<file path="src/rtl/even_parity_serializer.sv">
// even_parity_serializer
//
// Framed serial transmitter with even parity. A parallel word is taken over a
// valid/ready handshake and sent as: start bit (0), DATA_W data bits LSB
// first, parity bit, stop bit (1). Every bit is held for BAUD_DIV clocks.
//
// Parameters:
//   DATA_W   - data word width (>= 1)
//   BAUD_DIV - clocks per serial bit (>= 1)
//
// Ports:
//   clk      - clock, rising edge
//   rst      - synchronous active-high reset
//   in_data  - word to transmit, sampled only at the handshake edge
//   in_valid - in_data is valid
//   in_ready - block can accept a word (IDLE only, low while rst is high)
//   tx       - serial line, idles high
//   busy     - a frame is in flight (any state but IDLE)
//   done     - one-cycle pulse in the last clock of the stop bit
//   inj_err  - only with PARITY_ERR_INJ_EN: invert the parity of the frame
//              accepted on this edge
//
// Optional feature macro: PARITY_ERR_INJ_EN (adds inj_err).
//
// Handshake: a word transfers on the rising edge where in_valid && in_ready.
// in_ready is high only in IDLE, so a word offered while busy is neither
// accepted nor queued; the producer must keep in_valid high until it is.
module even_parity_serializer #(
  parameter int DATA_W   = 8,
  parameter int BAUD_DIV = 4
) (
  input  logic              clk,
  input  logic              rst,
  input  logic [DATA_W-1:0] in_data,
  input  logic              in_valid,
  output logic              in_ready,
  output logic              tx,
  output logic              busy,
  output logic              done
`ifdef PARITY_ERR_INJ_EN
  ,
  input  logic              inj_err
`endif
);

  localparam int BCW = (BAUD_DIV > 1) ? $clog2(BAUD_DIV) : 1;
  localparam int DCW = (DATA_W > 1) ? $clog2(DATA_W) : 1;

  typedef enum logic [2:0] {
    IDLE   = 3'd0,
    START  = 3'd1,
    DATA   = 3'd2,
    PARITY = 3'd3,
    STOP   = 3'd4
  } state_t;

  state_t            state;
  state_t            state_nx;
  logic [BCW-1:0]    baud_cnt;
  logic [DCW-1:0]    bit_cnt;
  logic [DATA_W-1:0] shift_reg;
  logic              parity_bit;
  logic              inj;
  logic              accept;
  logic              bit_end;
  logic              last_bit;

`ifdef PARITY_ERR_INJ_EN
  assign inj = inj_err;
`else
  assign inj = 1'b0;
`endif

  assign accept   = in_valid && in_ready;
  assign bit_end  = (baud_cnt == BCW'(BAUD_DIV - 1));
  assign last_bit = (bit_cnt == DCW'(DATA_W - 1));

  // State register
  always_ff @(posedge clk) begin
    if (rst) begin
      state <= IDLE;
    end else begin
      state <= state_nx;
    end
  end

  // Next state and outputs
  always_comb begin
    state_nx = state;
    in_ready = 1'b0;
    tx       = 1'b1;
    busy     = 1'b1;
    done     = 1'b0;
    case (state)
      IDLE: begin
        busy     = 1'b0;
        in_ready = !rst;
        if (in_valid && !rst) state_nx = START;
      end
      START: begin
        tx = 1'b0;
        if (bit_end) state_nx = DATA;
      end
      DATA: begin
        tx = shift_reg[0];
        if (bit_end && last_bit) state_nx = PARITY;
      end
      PARITY: begin
        tx = parity_bit;
        if (bit_end) state_nx = STOP;
      end
      STOP: begin
        tx   = 1'b1;
        done = bit_end;
        if (bit_end) state_nx = IDLE;
      end
      default: state_nx = IDLE;
    endcase
    // Reset wins immediately on the outputs so a frame cut short by reset
    // never shows a done pulse or a dangling low on the line.
    if (rst) begin
      tx       = 1'b1;
      busy     = 1'b0;
      done     = 1'b0;
      in_ready = 1'b0;
    end
  end

  // Datapath: word/parity capture, baud and bit counters, shift register
  always_ff @(posedge clk) begin
    if (rst) begin
      baud_cnt   <= '0;
      bit_cnt    <= '0;
      shift_reg  <= '0;
      parity_bit <= 1'b0;
    end else if (accept) begin
      shift_reg  <= in_data;
      parity_bit <= (^in_data) ^ inj;
      baud_cnt   <= '0;
      bit_cnt    <= '0;
    end else if (state != IDLE) begin
      if (bit_end) begin
        baud_cnt <= '0;
        if (state == DATA) begin
          shift_reg <= shift_reg >> 1;
          bit_cnt   <= last_bit ? '0 : bit_cnt + 1'b1;
        end
      end else begin
        baud_cnt <= baud_cnt + 1'b1;
      end
    end
  end

endmodule

</file>
<file path="config.mk">
export PLATFORM = sky130hd
export DESIGN_NAME = even_parity_serializer
export DESIGN_NICKNAME = d
export VERILOG_FILES = /design/src/rtl/even_parity_serializer.sv
export SDC_FILE = /design/constraint.sdc
export NUM_CORES = 1
export LEC_CHECK = 0
export CORE_AREA = 3 3 45 47
export CTS_CLUSTER_DIAMETER = 200
export DETAILED_ROUTE_END_ITERATION = 8
export DIE_AREA = 0 0 48 50
export GPL_TIMING_DRIVEN = 0
export HOLD_SLACK_MARGIN = 0.08
export PLACE_DENSITY = 0.8
export SLEW_MARGIN = 5
export SYNTH_ARGS = -nofsm -noshare
export SYNTH_HDL_FRONTEND = slang
export SYNTH_SLANG_ARGS = --single-unit
export TNS_END_PERCENT = 50
</file>
<file path="constraint.sdc">
create_clock -name clk -period 3.55 [get_ports clk]
set_clock_uncertainty 0.1 [all_clocks]
set_input_delay 0.355 -clock clk [delete_from_list [all_inputs] [get_ports clk]]
set_output_delay 0.355 -clock clk [all_outputs]
set_load 0.01 [all_outputs]
</file>
* Yosys cells after proc, flatten, opt, wreduce, memory -nomap -nowiden
Cells that the tools add are included.
** Cells by class
- Add/subtract/negate cells :: 2
- Reduce and logical (&&, ||, !) cells :: 14
- Muxes and demuxes :: 20
- Eq/ne operators :: 11
** Operators with widths (count)
- 2-to-1 mux 8 bit :: 4
- 2-to-1 mux 3 bit :: 6
- one-hot mux 3 bit (5 select lines) :: 1
- != test 2 bit (second input constant) :: 5
- XOR reduction 8 bit :: 1
- 2-to-1 mux 1 bit :: 7
- == test 3 x 2 -> 1 bit (second input constant) :: 2
- == test 3 bit (second input constant) :: 2
- AND reduction 3 bit :: 2
- nonzero test 2 bit :: 3
- AND reduction 5 bit :: 1
- adder 3 x 1 -> 3 bit (second input constant) :: 1
- == test 3 x 1 -> 1 bit (second input constant) :: 1
- logical AND 1 bit :: 3
- logical NOT 3 bit :: 1
- one-hot mux 1 bit (3 select lines) :: 1
- nonzero test 3 bit :: 1
- adder 2 x 1 -> 2 bit (second input constant) :: 1
- == test 2 bit (second input constant) :: 1
- 2-to-1 mux 2 bit :: 1
- OR reduction 2 bit :: 1
- logical NOT 1 bit :: 1
** Word-level totals
- Output and inout port bits :: 4
- Flip-flop bits (word level) :: 17

* Depth between registers and ports, before layout
Gate-level depths: netlist of run 1.
- Depth after elaboration :: 6
- Gate-level depth with buffers :: 6
- Gate-level depth less buffers :: 5

* Least setup slack after synthesis of run 1
Ideal clock, no wire load.
- Path type :: register -> output
- From :: register state[1]
- To :: output port tx
- Setup slack :: 1.911 ns
- Cell stages (with the launch flop) :: 6
- Arrival :: 1.184 ns
- Path buffers :: 2
- Path through :: dfxtp_1 clkbuf_1 clkbuf_1 a21oi_1 a31oi_1 nand2_1
** Between the ends
- Longest elaborated chain between the ends :: 3
- Elaborated cells on any way between the ends :: 5
** RTL lines
- from (decl) :: line 57 : state_t state;
- from (signal assigned) :: line 83 : state <= state_nx;
- == test 3 x 2 -> 1 bit / == test 3 x 1 -> 1 bit (equally long branches) :: line 94 : case (state)
- one-hot mux 1 bit (3 select lines) (*) :: line 94
- 2-to-1 mux 1 bit (*) :: line 121 : if (rst) begin
- to (decl) :: line 37 : output logic tx,
Every way passes the cells marked *; elsewhere a longest branch is shown, timed or not.

* Worst setup path in the final report of run 1
Same ends and word-level chain as after synthesis.

==> flow_summary_export.csv, run 1 <==
group,metric,value,unit
status,status,"completed",
clocking,cts.path.max_buffers,2,
worst_setup_path,worstPathMaxFanout,10,
detailed_routing,drt_iter0_drc,24,
timing,setup_tns,0,ps
yosys,avgSynthCellArea,8.38,um^2
detailed_routing,num_vias,861,
placed_design,port-buffer-count,14,
power_and_ir_drop,ir_worst_vdd,296,uV
worst_setup_path,critPathLaunchType,"register",
die,die_area,2400,um^2
yosys,ys_types,29,
timing,tightest_slew,489,ps
timing,period_minus_slack,2640,ps
worst_setup_path,reg2reg_from,"state[1]",
finish,drive_gt1_frac,0.0703,
worst_setup_path,crit_arrival,2190,ps
placed_design,place_congestion,0.786,
timing,maxSlewViolCount,0,
clocking,clock-root-buffer,"clkbuf_4",
clocking,clk_latency,290,ps
yosys,synth_common_cells,"dfxtp_1, nor2_1, nand3b_1",
worst_hold_path,hold_class,"reg2reg",
worst_setup_path,worstReg2RegEnd,"shift_reg[5]",
timing,hold_violations,0,
detailed_routing,drt-total-wl,2.05,mm
detailed_routing,drc,0,
die,fp-row-count,15,
detailed_routing,wl_per_cell,14.1,um
placed_design,dpl.hpwl,1.53,mm
clocking,cts_tree,"yes",
yosys,yosys.area.top_type,"dfxtp_1",
yosys,synthCells,110,
detailed_routing,vias_per_cell,5.94,
clocking,postCtsResizedCells,0,
worst_hold_path,holdPathStages,2,
yosys,syn-num-nets,124,
timing,rsz0062_at_grt,"false",
global_routing,grt_max_degree,11,
global_routing,overflow,0,
flow_run,drv_cap,0,
die,core,1690,um^2
timing,max_freq,378,MHz
global_routing,grt_pass1_vias,859,
finish,largest_reg_flops,8,
power_and_ir_drop,p_per_area,344,nW/um^2
global_routing,grt_antenna_before_repair,0,
clocking,cts_hold_buf,0,
detailed_routing,first_pass_iters,4,
worst_setup_path,regToRegSetupSlack,1820,ps
yosys,ys_seq_area_frac,0.369,
detailed_routing,ant_nets,0,
die,die_y,50,um
die,initial_core_util,0.546,
yosys,synthMostInstantiatedCell,"dfxtp_1",
worst_setup_path,critPathCapture,"tx",
clocking,cts_setup_buffers,0,
power_and_ir_drop,p_total,382,uW
worst_setup_path,critical_path.endpoint_type,"output port",
yosys,yosysWarnings,0,
timing,setup_viol,0,
finish,syn_to_final_growth,20.4,%
yosys,synth_area,922,um^2
yosys,synth_ff_type,"dfxtp_1",
placed_design,preCtsSetupSlack,1160,ps
global_routing,track_usage,0.210,
timing,setup_slack,906,ps
yosys,synth_edf_count,0,
die,io_pins,15,
die,die_x,48,um
clocking,htreeDepth,1,
global_routing,grt_pass1_wl,3.69,mm
yosys,synth_area_leaders,"dfxtp_1, nand3b_1, xnor2_1, a211oi_1, nor2_1",
timing,fin_crit_sh,0.745,
yosys,netlist.area_leader.share,0.369,
worst_setup_path,crit_path_start,"state[1]",
clocking,clock-sinks,17,
worst_setup_path,crit_type,"reg2out",
finish,nNetsFinal,143,
power_and_ir_drop,power_leakage,0.382,nW
timing,slew_headroom,0.674,
finish,final_core_util,0.657,
worst_setup_path,worstPathRequired,3090,ps
finish,antenna_cells,0,
worst_setup_path,rr_worst_depth,5,
clocking,clkTransAtPathRegs,90,ps
yosys,ys_ff_latch,17,
clocking,cts_buffers,3,
yosys,synthArstFlopShare,0,
-- per-layer routing --
layer	wire length, um	vias up	part of all wire	GRT usage
met1	902	396	0.44	0.296
li1	-	430	-	-
met5	0	-	0	0
met4	38	0	0.019	0.0762
met3	111	5	0.054	0.0219
met2	993	30	0.49	0.322
-- logic make-up (layout without fill, tap and decap cells) --
logic type / count (synthesis) / after routing / synth area share
XOR/XNOR: 8 / 8 / 0.0760
AND/OR/NAND/NOR: 43 / 43 / 0.259
buffers and inverters: 10 / 28 / 0.0502
flip-flops: 17 / 17 / 0.369
AO/OA/AOI/OAI: 29 / 29 / 0.205
adder cells (fa/ha/maj): 3 / 3 / 0.0407
-- how the worst min path moves through the flow --
stage | startpoint | endpoint | slack (ps)
after detailed placement | bit_cnt[1] | bit_cnt[1] | 380
after global placement | bit_cnt[1] | bit_cnt[1] | 370
after floorplan | shift_reg[7] | shift_reg[7] | 340
after global routing | bit_cnt[1] | bit_cnt[1] | 400
after CTS | bit_cnt[1] | bit_cnt[1] | 390
final | bit_cnt[1] | bit_cnt[1] | 390
-- cell usage in the layout (no fill, tap or decap), types with 2 or more instances in the layout --
cell type,count
clkbuf_1,7
nor3_1,4
a21oi_2,2
dfxtp_1,17
inv_1,2
a211oi_1,7
a31oi_1,2
o21ai_0,9
nor2_1,14
nand2_1,4
nand2b_1,3
a32oi_1,2
ha_1,3
xnor2_1,7
a21oi_1,5
clkbuf_4,3
clkdlybuf4s50_1,14
nand3b_1,10
-- critical path: stages, from the launching register on --
cell and delay, ps:
dfxtp_1 340, clkbuf_1 310, clkbuf_1 430, a21oi_1 110, a31oi_1 160, nand2_1 60, clkdlybuf4s50_1 470
-- per-stage QoR --
step / cells / hold slack [ps] / cell area [um^2]
after global routing: 145 / 401 / 1110
final: 145 / 390 / 1110
after detailed placement: 141 / 378 / 1080
after global placement: 141 / 367 / 1080
after floorplan: 110 / 345 / 922
after CTS: 145 / 391 / 1110
-- final cells by class --
cell class | count | area [um^2]
clock buffers | 4 | 26.3
repair buffers | 14 | 140
fillers | 152 | 579
plain buffers | 8 | 38.8
flip-flops and latches | 17 | 340
inverters | 2 | 7.51
well taps | 17 | 21.3
multi-input cells | 83 | 536
-- where the power goes --
group	leakage, nW	switching [mW]	internal, mW
sequential	0.139	0.00457	0.200
clock	0.0150	0.0598	0.0437
combinational	0.228	0.0352	0.0387
No activity file was read; power rests on OpenSTA's default activity.
==> inputs of run 2 (changes only) <==
--- a/config.mk
+++ b/config.mk
@@ -5,13 +5,13 @@
 export SDC_FILE = /design/constraint.sdc
 export NUM_CORES = 1
 export LEC_CHECK = 0
-export CORE_AREA = 3 3 45 47
+export CORE_AREA = 3 3 47 49
 export CTS_CLUSTER_DIAMETER = 200
 export DETAILED_ROUTE_END_ITERATION = 8
-export DIE_AREA = 0 0 48 50
+export DIE_AREA = 0 0 50 52
 export GPL_TIMING_DRIVEN = 0
 export HOLD_SLACK_MARGIN = 0.08
-export PLACE_DENSITY = 0.8
+export PLACE_DENSITY = 0.74
 export SLEW_MARGIN = 5
 export SYNTH_ARGS = -nofsm -noshare
 export SYNTH_HDL_FRONTEND = slang
==> constraint.sdc (replaced) <==
create_clock -name clk -period 2.55 [get_ports clk]
set_clock_uncertainty 0.1 [all_clocks]
set_input_delay 0.255 -clock clk [delete_from_list [all_inputs] [get_ports clk]]
set_output_delay 0.255 -clock clk [all_outputs]
set_load 0.01 [all_outputs]
==> run 2 against run 1 <==
Against the previous run:
- non-clock buffer count did not move
- core utilization fell by 6.6 points
- register-to-register slack got worse by 960 ps
- combinational power rose by 37%
- sequential share of layout area fell by 0.38 points
- highest routed layer unchanged
==> flow_summary_export.csv, run 2 (same netlist as run 1, synthesis figures left out) <==
group,metric,value,unit
detailed_routing,vias_per_cell,5.34,
timing,tightest_slew,482,ps
timing,hold_violations,0,
clocking,cts_tree,"yes",
clocking,cts_setup_buffers,0,
finish,largest_reg_flops,8,
worst_setup_path,critPathLaunchType,"register",
worst_setup_path,worstPathMaxFanout,10,
power_and_ir_drop,p_per_area,474,nW/um^2
worst_setup_path,crit_type,"reg2out",
timing,setup_viol,0,
clocking,clock-sinks,17,
timing,fin_crit_sh,0.950,
die,die_area,2600,um^2
die,core,1900,um^2
timing,hold_slack,385,ps
placed_design,port-buffer-count,14,
detailed_routing,drt_iter0_drc,9,
timing,period_minus_slack,2420,ps
detailed_routing,first_pass_iters,4,
timing,setup_slack,128,ps
finish,antenna_cells,0,
die,die_y,52,um
clocking,cts_hold_buf,0,
placed_design,preCtsSetupSlack,334,ps
timing,rsz0062_at_grt,"true",
clocking,cts_buffers,3,
placed_design,place_congestion,0.776,
finish,final_core_util,0.591,
worst_setup_path,rr_worst_depth,5,
clocking,clkTransAtPathRegs,100,ps
clocking,postCtsResizedCells,0,
finish,syn_to_final_growth,21.8,%
finish,final_common_cell,"dfxtp_1",
worst_setup_path,critical_path.endpoint_type,"output port",
status,status,"completed",
finish,layout_common_cells,"dfxtp_1, nor2_1, clkdlybuf4s50_1",
clocking,htreeDepth,1,
power_and_ir_drop,power_leakage,0.386,nW
worst_hold_path,hold_class,"reg2reg",
clocking,clock-root-buffer,"clkbuf_4",
power_and_ir_drop,p_total,533,uW
flow_run,drv_cap,0,
die,initial_core_util,0.485,
clocking,clk_latency,300,ps
global_routing,grt_max_degree,11,
global_routing,grt_pass1_wl,3.12,mm
die,die_x,50,um
detailed_routing,drc,0,
worst_hold_path,holdPathStages,2,
detailed_routing,num_vias,827,
die,io_pins,15,
global_routing,grt_pass1_vias,762,
finish,nNetsFinal,143,
placed_design,dpl.hpwl,1.37,mm
worst_setup_path,worstPathRequired,2190,ps
detailed_routing,ant_nets,0,
detailed_routing,drt-total-wl,1.89,mm
global_routing,grt_antenna_before_repair,0,
worst_setup_path,crit_arrival,2070,ps
timing,slew_headroom,0.678,
finish,drive_gt1_frac,0.0781,
die,fp-row-count,16,
global_routing,track_usage,0.157,
detailed_routing,wl_per_cell,12.2,um
timing,maxSlewViolCount,0,
clocking,cts.path.max_buffers,2,
global_routing,overflow,0,
power_and_ir_drop,ir_worst_vdd,325,uV
timing,max_freq,413,MHz
==> run 2: power breakdown <==
group	switching [mW]	total (mW)	internal, mW
logic	0.0475	0.101	0.0539
clock network	0.0867	0.148	0.0609
registers	0.00593	0.284	0.278
total	0.140	0.533	0.393
==> run 2: metrics by stage <==
step / TNS [ps] / cell area, um^2 / std cells
after floorplan: 0 / 922 / 110
after global placement: 0 / 1100 / 151
after detailed placement: 0 / 1100 / 151
after CTS: 0 / 1120 / 155
after global routing: -71.6 / 1120 / 155
final: 0 / 1120 / 155
==> run 2: metal layers <==
| layer | part of all wire | GRT usage | up-vias |
|---|---|---|---|
| li1 | - | - | 429 |
| met1 | 0.47 | 0.174 | 373 |
| met2 | 0.47 | 0.278 | 20 |
| met3 | 0.046 | 0.0287 | 5 |
| met4 | 0.021 | 0.0922 | 0 |
| met5 | 0 | 0 | - |
==> run 2: worst paths after layout <==
path | start | to | slack, ps
setup / recovery | baud_cnt[0] | done | 130
hold / removal | bit_cnt[1] | bit_cnt[1] | 390
setup reg to reg | state[1] | shift_reg[1] | 860
hold reg to reg | bit_cnt[1] | bit_cnt[1] | 390
==> run 2: worst max-delay path, cell delays in order (launching register included) <==
cell	delay (ps)
dfxtp_1	370
ha_1	210
clkbuf_1	380
nand3b_1	120
nor3_1	140
clkdlybuf4s50_1	560
==> run 2: cell type report <==
| class | instances | area (um^2) |
|---|---|---|
| fill | 174 | 778 |
| multi-input combinational | 83 | 536 |
| sequential | 17 | 340 |
| timing repair buffer | 14 | 140 |
| buffer | 8 | 40.0 |
| tap | 27 | 33.8 |
| clock buffer | 4 | 26.3 |
| inverter | 2 | 7.51 |
